==> src/rtl/multicycle_controller.sv <==
// Multicycle controller for a small ARM-style core. It sequences the fetch,
// decode, memory, execute and write-back states, keeps an NZCV register and
// a latched condition result, and faults when memory stays unready too long.
module multicycle_controller #(
  parameter int MEM_TIMEOUT = 16
) (
  input  logic       clk,
  input  logic       rst,
  input  logic [3:0] Cond,
  input  logic [1:0] Op,
  input  logic [5:0] Funct,
  input  logic [3:0] Rd,
  input  logic [3:0] ALUFlags,
  input  logic       MemReady,
  output logic       PCWrite,
  output logic       IRWrite,
  output logic       MemWrite,
  output logic       RegWrite,
  output logic       AdrSrc,
  output logic       ALUSrcA,
  output logic [1:0] ALUSrcB,
  output logic [1:0] ResultSrc,
  output logic [1:0] ALUControl,
  output logic [1:0] ImmSrc,
  output logic [1:0] RegSrc,
  output logic       Fault,
  output logic [3:0] State
);

  typedef enum logic [3:0] {
    S_FETCH  = 4'd0,
    S_DECODE = 4'd1,
    S_MEMADR = 4'd2,
    S_MEMRD  = 4'd3,
    S_MEMWB  = 4'd4,
    S_MEMWR  = 4'd5,
    S_EXECR  = 4'd6,
    S_EXECI  = 4'd7,
    S_ALUWB  = 4'd8,
    S_BRANCH = 4'd9,
    S_FAULT  = 4'd15
  } state_t;

  // Counter only has to reach MEM_TIMEOUT-1 before the fault takes over.
  localparam int WAIT_W = (MEM_TIMEOUT > 2) ? $clog2(MEM_TIMEOUT) : 1;
  localparam logic [WAIT_W-1:0] WAIT_LAST = WAIT_W'(MEM_TIMEOUT - 1);

  state_t            state_q, state_d;
  logic              condex_q, condex_d;
  logic [3:0]        nzcv_q, nzcv_d;
  logic [WAIT_W-1:0] wait_q, wait_d;

  logic       pcwrite_c, irwrite_c, memwrite_c, regwrite_c, fault_c;
  logic       mem_wait;
  logic [3:0] cmd;

  assign cmd = Funct[4:1];

  function automatic logic cmd_supported(input logic [3:0] c);
    return (c == 4'b0100) || (c == 4'b0010) || (c == 4'b0000) || (c == 4'b1100);
  endfunction

  function automatic logic [1:0] alu_encode(input logic [3:0] c);
    logic [1:0] enc;
    enc = 2'b00;
    case (c)
      4'b0100: enc = 2'b00;
      4'b0010: enc = 2'b01;
      4'b0000: enc = 2'b10;
      4'b1100: enc = 2'b11;
      default: enc = 2'b00;
    endcase
    return enc;
  endfunction

  // Flags are ordered {N, Z, C, V}.
  function automatic logic cond_eval(input logic [3:0] c, input logic [3:0] f);
    logic n, z, cy, v, r;
    {n, z, cy, v} = f;
    r = 1'b0;
    case (c)
      4'b0000: r = z;
      4'b0001: r = !z;
      4'b0010: r = cy;
      4'b0011: r = !cy;
      4'b0100: r = n;
      4'b0101: r = !n;
      4'b0110: r = v;
      4'b0111: r = !v;
      4'b1000: r = cy && !z;
      4'b1001: r = !cy || z;
      4'b1010: r = (n == v);
      4'b1011: r = (n != v);
      4'b1100: r = !z && (n == v);
      4'b1101: r = z || (n != v);
      4'b1110: r = 1'b1;
      default: r = 1'b0;
    endcase
    return r;
  endfunction

  // State, condition, flag and wait-counter registers.
  always_ff @(posedge clk or negedge rst) begin
    if (!rst) begin
      state_q  <= S_FETCH;
      condex_q <= 1'b0;
      nzcv_q   <= 4'b0000;
      wait_q   <= '0;
    end else begin
      state_q  <= state_d;
      condex_q <= condex_d;
      nzcv_q   <= nzcv_d;
      wait_q   <= wait_d;
    end
  end

  // Next-state, flag update and per-state control outputs.
  always_comb begin
    state_d    = state_q;
    condex_d   = condex_q;
    nzcv_d     = nzcv_q;
    wait_d     = wait_q;
    mem_wait   = 1'b0;
    pcwrite_c  = 1'b0;
    irwrite_c  = 1'b0;
    memwrite_c = 1'b0;
    regwrite_c = 1'b0;
    fault_c    = 1'b0;
    AdrSrc     = 1'b0;
    ALUSrcA    = 1'b0;
    ALUSrcB    = 2'b00;
    ResultSrc  = 2'b00;
    ALUControl = 2'b00;

    case (state_q)
      S_FETCH: begin
        ALUSrcA   = 1'b1;
        ALUSrcB   = 2'b10;
        ResultSrc = 2'b10;
        if (MemReady) begin
          irwrite_c = 1'b1;
          pcwrite_c = 1'b1;
          state_d   = S_DECODE;
        end else begin
          mem_wait = 1'b1;
        end
      end
      S_DECODE: begin
        ALUSrcA   = 1'b1;
        ALUSrcB   = 2'b10;
        ResultSrc = 2'b10;
        condex_d  = cond_eval(Cond, nzcv_q);
        case (Op)
          2'b01:   state_d = S_MEMADR;
          2'b00:   state_d = !cmd_supported(cmd) ? S_FAULT :
                             (Funct[5] ? S_EXECI : S_EXECR);
          2'b10:   state_d = S_BRANCH;
          default: state_d = S_FAULT;
        endcase
      end
      S_MEMADR: begin
        ALUSrcB = 2'b01;
        state_d = Funct[0] ? S_MEMRD : S_MEMWR;
      end
      S_MEMRD: begin
        AdrSrc = 1'b1;
        if (MemReady) state_d = S_MEMWB;
        else          mem_wait = 1'b1;
      end
      S_MEMWR: begin
        AdrSrc     = 1'b1;
        memwrite_c = condex_q;
        if (MemReady) state_d = S_FETCH;
        else          mem_wait = 1'b1;
      end
      S_EXECR, S_EXECI: begin
        ALUSrcB    = (state_q == S_EXECI) ? 2'b01 : 2'b00;
        ALUControl = alu_encode(cmd);
        if (Funct[0] && condex_q) begin
          nzcv_d[3:2] = ALUFlags[3:2];
          // Logical ops leave carry and overflow untouched.
          if (cmd == 4'b0100 || cmd == 4'b0010) nzcv_d[1:0] = ALUFlags[1:0];
        end
        state_d = S_ALUWB;
      end
      S_ALUWB, S_MEMWB: begin
        ResultSrc = (state_q == S_MEMWB) ? 2'b01 : 2'b00;
        // A write to R15 is a jump: redirect it to the PC instead.
        if (condex_q) begin
          if (Rd == 4'd15) pcwrite_c  = 1'b1;
          else             regwrite_c = 1'b1;
        end
        state_d = S_FETCH;
      end
      S_BRANCH: begin
        ALUSrcB   = 2'b01;
        ResultSrc = 2'b10;
        pcwrite_c = condex_q;
        state_d   = S_FETCH;
      end
      S_FAULT: begin
        fault_c = 1'b1;
      end
      default: begin
        state_d = S_FAULT;
      end
    endcase

    if (mem_wait) begin
      if (wait_q == WAIT_LAST) state_d = S_FAULT;
      wait_d = wait_q + WAIT_W'(1);
    end
    if (state_d != state_q) wait_d = '0;
  end

  // Strobes are suppressed while reset is held so nothing fires in that cycle.
  assign PCWrite  = pcwrite_c  & rst;
  assign IRWrite  = irwrite_c  & rst;
  assign MemWrite = memwrite_c & rst;
  assign RegWrite = regwrite_c & rst;
  assign Fault    = fault_c    & rst;
  assign State    = state_q;
  assign ImmSrc   = Op;
  assign RegSrc   = {(Op == 2'b01), (Op == 2'b10)};

endmodule

==> config.mk <==
export PLATFORM = sky130hd
export DESIGN_NAME = multicycle_controller
export DESIGN_NICKNAME = d
export VERILOG_FILES = /design/src/rtl/multicycle_controller.sv
export SDC_FILE = /design/constraint.sdc
export NUM_CORES = 1
export LEC_CHECK = 0
export CORE_MARGIN = 8
export CORE_UTILIZATION = 25
export CTS_CLUSTER_SIZE = 24
export DETAILED_ROUTE_END_ITERATION = 16
export GPL_TIMING_DRIVEN = 0
export RECOVER_POWER = 50
export SKIP_CTS_REPAIR_TIMING = 1
export SYNTH_ARGS = -nofsm -noshare
export SYNTH_HDL_FRONTEND = slang
export SYNTH_SLANG_ARGS = --single-unit
==> constraint.sdc <==
create_clock -name clk -period 5.72 [get_ports clk]
set_input_delay 0.858 -clock clk [delete_from_list [all_inputs] [get_ports clk]]
set_output_delay 0.858 -clock clk [all_outputs]
set_load 0.02 [all_outputs]
==> Yosys cells after proc, flatten, opt, wreduce, memory -nomap -nowiden <==
Index checks and enable logic that the tools add are counted.
{ "word_totals": {"ff_bits": 13, "input_bits": 23, "output_inout_bits": 21} }
{ "classes": {"add_sub_neg": 1, "n_eq_ne": 34, "n_mux": 33, "n_bitwise": 5, "reduce_logical": 27} }
{ "op_table": {"columns": ["cell", "count"], "rows": [
  ["$eq 4x4->1 const B", 13],
  ["$eq 4x3->1 const B", 9],
  ["$mux 4", 8],
  ["$pmux 4 s8", 1],
  ["$eq 4x2->1 const B", 5],
  ["$mux 1", 16],
  ["$pmux 1 s15", 1],
  ["$logic_not 4->1", 3],
  ["$pmux 2 s3", 2],
  ["$pmux 4 s3", 1],
  ["$reduce_or 2->1", 5],
  ["$reduce_or 3->1", 3],
  ["$eq 4x1->1 const B", 2],
  ["$and 1x1->1", 5],
  ["$logic_or 1x1->1", 5],
  ["$add 4x1->4 const B", 1],
  ["$logic_not 1->1", 4],
  ["$ne 4x4->1", 1],
  ["$pmux 2 s2", 1],
  ["$logic_and 1x1->1", 3],
  ["$mux 3", 1],
  ["$pmux 1 s3", 1],
  ["$reduce_and 3->1", 1],
  ["$eq 2x1->1 const B", 1],
  ["other kinds (7)", 7]
]} }

==> Logic depth before layout (Yosys ltp) <==
{ "logic_depth": {"ltp_word": 11, "ltp_mapped": 8} }

==> Worst setup path before layout <==
Ideal clock, no wire load.
{ "synth_path": {"path_kind": "register -> output", "from": "register state_q[1] (netlist: State[1])", "to": "output port ALUControl[1]", "t_arrival_ps": 1731, "t_required_ps": 4862, "setup_slack_ps": 3131, "stages_incl_launch_ff": 6, "path_cell_list": "dfrtp_1 buf_2 clkinv_1 nor2_1 nand2_1 nor4_1"} }
{ "synth_via": {"elab_chain_cells": 3} }
{ "synth_rtl": {"columns": ["element", "line_no", "text"], "rows": [
  ["start: declaration", "48", "state_t state_q, state_d;"],
  ["start signal: assignment", "110", "state_q <= state_d;"],
  ["$eq 4x3->1", "135", "case (state_q)"],
  ["$reduce_or 2->1 (*)", "135", null],
  ["$mux 2 (*)", "135", null],
  ["end: declaration", "23", "output logic [1:0] ALUControl,"]
]} }
Mark *: on every way between the ends. The rest lies on a longest branch, timed or not.

==> Worst setup path after layout <==
{ "layout_path": {"from": "input port rst", "to": "output port Fault"} }
{ "layout_via": {"elab_chain_cells": 1} }
{ "layout_rtl": {"columns": ["element", "line_no", "text"], "rows": [
  ["start: declaration", "8", "input logic rst,"],
  ["$and 1x1->1", "221", "assign Fault = fault_c & rst;"],
  ["end: declaration", "26", "output logic Fault,"]
]} }
Every way passes these cells.

==> out/metrics.csv <==
stage,metric,value,unit
outcome,status,"complete, no violations",
cells_and_area,area of the multi-input gates,892,um^2
timing,Fin. Hold Viols,0,
global_route,All-Layer GR Usage,9.87,%
place,port bufs,42,
power_and_ir_drop,VDD IR max,0.000243,V
place,placed cell areas,0.00182,mm^2
setup_path,arrival time at the worst endpoint,2.93,ns
synth,ys flop type,dfrtp_1,
power_and_ir_drop,PnR Total Power,0.746,mW
clock_tree,CTS Buffer Depth,2,
die,IO Pins,44,
hold_path,Hold Crit Class,flip-flop to flip-flop,
synth,"EDFF count, synth",0,
route,DRC viols,0,
die,die area,0.00782,mm^2
clock_tree,"Clk pin slew, worst setup/hold paths",0.05,ns
global_route,GRT met1 Usage,12.7,%
synth,Synth Net Count,187,
clock_tree,later-pin clock latency in the skew report,0.23,ns
die,total core area,0.00507,mm^2
timing,setup_tns,0,ns
synth,register area share after synthesis,24.8,%
die,DIE WIDTH,88.4,um
synth,post-synthesis simple-gate area fraction,28.3,%
power_and_ir_drop,Lkg Pwr,0.722,nW
cells_and_area,utilization after layout,36.7,%
cells_and_area,Area Overhead vs Synth,42.1,%
timing,shortest period the worst path allows,3.79,ns
cells_and_area,post-route cell area,0.00186,mm^2
timing,f_max,0.264,GHz
place,DP HPWL,3.02,mm
setup_path,Crit Reg-Reg Startpoint,State[1]$_DFF_PN0_,
setup_path,critical-path cell list,dlygate4sd3_1 > inv_1 > nor4_1 > clkdlybuf4s50_1,
die,Initial Utilization,25.8,%
global_route,Most Crowded Layer GR,met2,
global_route,initial antenna violation count,0,
clock_tree,TritonCTS clock tree,yes,
clock_tree,CTS Buf Count,3,
global_route,grt total ovfl,0,
global_route,largest net degree at the start of global routing,17,
route,drt first-iter violations,50,
place,Placed Cells,271,
synth,Yosys reg bits,13,
synth,Synth Area in Compound Gates,21.0,%
synth,Syn Inst Count,159,
route,Detailed Route WL,3.74,mm
setup_path,Setup crit start,rst,
timing,Final Max Slew Viols,0,
clock_tree,H-tree depth,1,
hold_path,hold_sp,nzcv_q[1]$_DFFE_PN0P_,
cells_and_area,fill count,563,
synth,Syn Area/Cell,8.25,um^2
cells_and_area,Sequential Area,325,um^2
synth,Synth area leader,dfrtp_1,
setup_path,Setup crit end kind,output pin,
setup_path,Slowest Stage Delay on Critical Path,0.98,ns
die,Die Height,88.4,um
timing,Min Hold Slack,0.521,ns
cells_and_area,ANT cells,0,
route,drt wl/cell,13.6,um
timing,worst clock skew,0.00157,ns
route,TritonRoute pass-1 iters,4,
place,dpl ws,1.94,ns
synth,largest family of logic cells by synthesized area,simple AND/OR/NAND/NOR gates,
cells_and_area,final net count,234,
setup_path,CP Class,primary input to output pin,
timing,Slew @ Worst Pin,0.689,ns
route,Routed Antenna Nets,0,
run,max cap viols,0,
timing,slew margin rel.,53.9,%
timing,RSZ-0062 raised after global routing,no,
timing,final setup fails,0,
synth,share of the synthesized area in the top cell type,24.8,%
synth,mux contribution to synthesized area,5.82,%
synth,yosys synthesis warning count,0,
global_route,GR Util met2,16.2,%
synth,largest cells by area after synthesis,"dfrtp_1, ha_1, xnor2_1",
cells_and_area,layout cells sized above 1,9.76,%
clock_tree,clk sinks,13,
place,Placer Congestion,0.874,
route,via count,1358,
synth,count of cell types in the netlist,55,
synth,Synth Area in Adders,4.77,%
route,post-DR vias/cell,4.94,
synth,Post-synth ARST share,100,%
die,row count,26,
cells_and_area,post-route insts no fill,275,
setup_path,CP Max Fanout,16,
global_route,vias in the first global route,1277,
setup_path,startpoint types,primary input,
clock_tree,root buf cell,clkbuf_8,
global_route,met3 usage,2.51,%
timing,Final period util,66.3,%
timing,final worst-path setup slack,1.93,ns
synth,Mapped Area,0.00131,mm^2
setup_path,"Req. time, crit path",4.86,ns
setup_path,"slowest stage cell, crit path",dlygate4sd3_1,
synth,post-synthesis xor/xnor area fraction,8.11,%
power_and_ir_drop,Cell Pwr Density,400,mW/mm^2
global_route,first-pass GRT wire length,6.30,mm
## worst max-delay path: cells and delay by family
kind / cells / cell delay, ns
AND/OR/NAND/NOR: 1 / 0.26
buffers and inverters: 3 / 1.81
## final timing paths
check / endpoint / slack (ns) / depth (start not counted)
max: Fault / 1.93 / 4
min: nzcv_q[1]$_DFFE_PN0P_ / 0.52 / 1
max reg2reg: nzcv_q[0]$_DFFE_PN0P_ / 3.08 / 7
min reg2reg: nzcv_q[1]$_DFFE_PN0P_ / 0.52 / 1
max in group asynchronous: State[3]$_DFF_PN0_ / 4.17 / 1
min in group asynchronous: wait_q[0]$_DFFE_PN0P_ / 1.11 / 1
## cells in the mapped netlist, drive strengths merged (2+ instances only)
| library cell | number |
|---|---|
| nand2 | 10 |
| o221ai | 2 |
| o21ai | 9 |
| nor2 | 15 |
| or3 | 2 |
| buf | 9 |
| dfrtp | 13 |
| xnor2 | 8 |
| nor3b | 3 |
| o211ai | 2 |
| nand4 | 2 |
| mux2 | 5 |
| inv | 5 |
| nand2b | 5 |
| nor3 | 5 |
| ha | 5 |
| and2 | 2 |
| o31ai | 2 |
| a31oi | 5 |
| clkbuf | 3 |
| a21boi | 2 |
| mux2i | 2 |
| xor2 | 2 |
| nand3 | 6 |
| nor4 | 2 |
| a21oi | 8 |
| nor2b | 4 |
| a211oi | 2 |
| nor4b | 2 |
## power breakdown
part | internal, mW | switching [mW] | leakage, nW
Sequential | 0.118 | 0.0264 | 0.172
Combinational | 0.237 | 0.285 | 0.527
Clock | 0.0490 | 0.0291 | 0.0228
Total | 0.405 | 0.341 | 0.722
## layer usage
layer  routed length (um)  vias to the layer above  part of all wire, %
met3                  239                        4                  6.4
met2                 1740                       37                   47
met1                 1740                      644                   46
li1                     -                      673                    -
met5                    0                        -                    0
met4                   21                        0                 0.56
## cells by family (layout without fill, tap and decap cells)
logic type | Yosys count | in the layout
buf+inv | 18 | 64
compound gates | 40 | 40
mux | 7 | 7
flops | 13 | 13
simple gates | 66 | 66
fa+ha+maj | 5 | 5
xor+xnor | 10 | 10
## cells in the final DEF, fill, tap and decap left out, types with 2 or more instances in the layout
cell type	synthesis	final
a31oi_1	5	5
nor3_1	5	5
clkbuf_1	3	5
o211ai_1	2	2
o221ai_1	2	2
buf_4	4	4
inv_1	5	5
clkdlybuf4s50_1	0	35
and2_1	2	2
nand4_1	2	2
o21ai_0	8	8
dlygate4sd3_1	0	7
nor4_1	2	2
dfrtp_1	13	13
nor2_1	14	14
nand2b_1	5	5
nor2b_1	4	4
o31ai_1	2	2
xor2_1	2	2
clkbuf_8	0	3
mux2i_1	2	2
mux2_2	5	4
or3_1	2	2
nand3_1	6	6
ha_1	5	5
a21oi_1	8	8
buf_2	3	2
nor3b_1	3	3
nand2_1	10	10
xnor2_1	7	7
## sequential cells by signal, summed over array words and instances (netlist names)
| register | cells |
|---|---|
| State | 4 |
| wait_q | 4 |
| condex_q | 1 |
| nzcv_q | 4 |
## cell type report
type	instances	area share (%)
Clock buffer	4	2.42
Tap cell	70	4.70
Multi-Input combinational cell	128	47.9
Timing Repair Buffer	42	22.6
Inverter	6	1.21
Buffer	12	3.76
Sequential cell	13	17.5
Power figures use the tool's default switching activity.
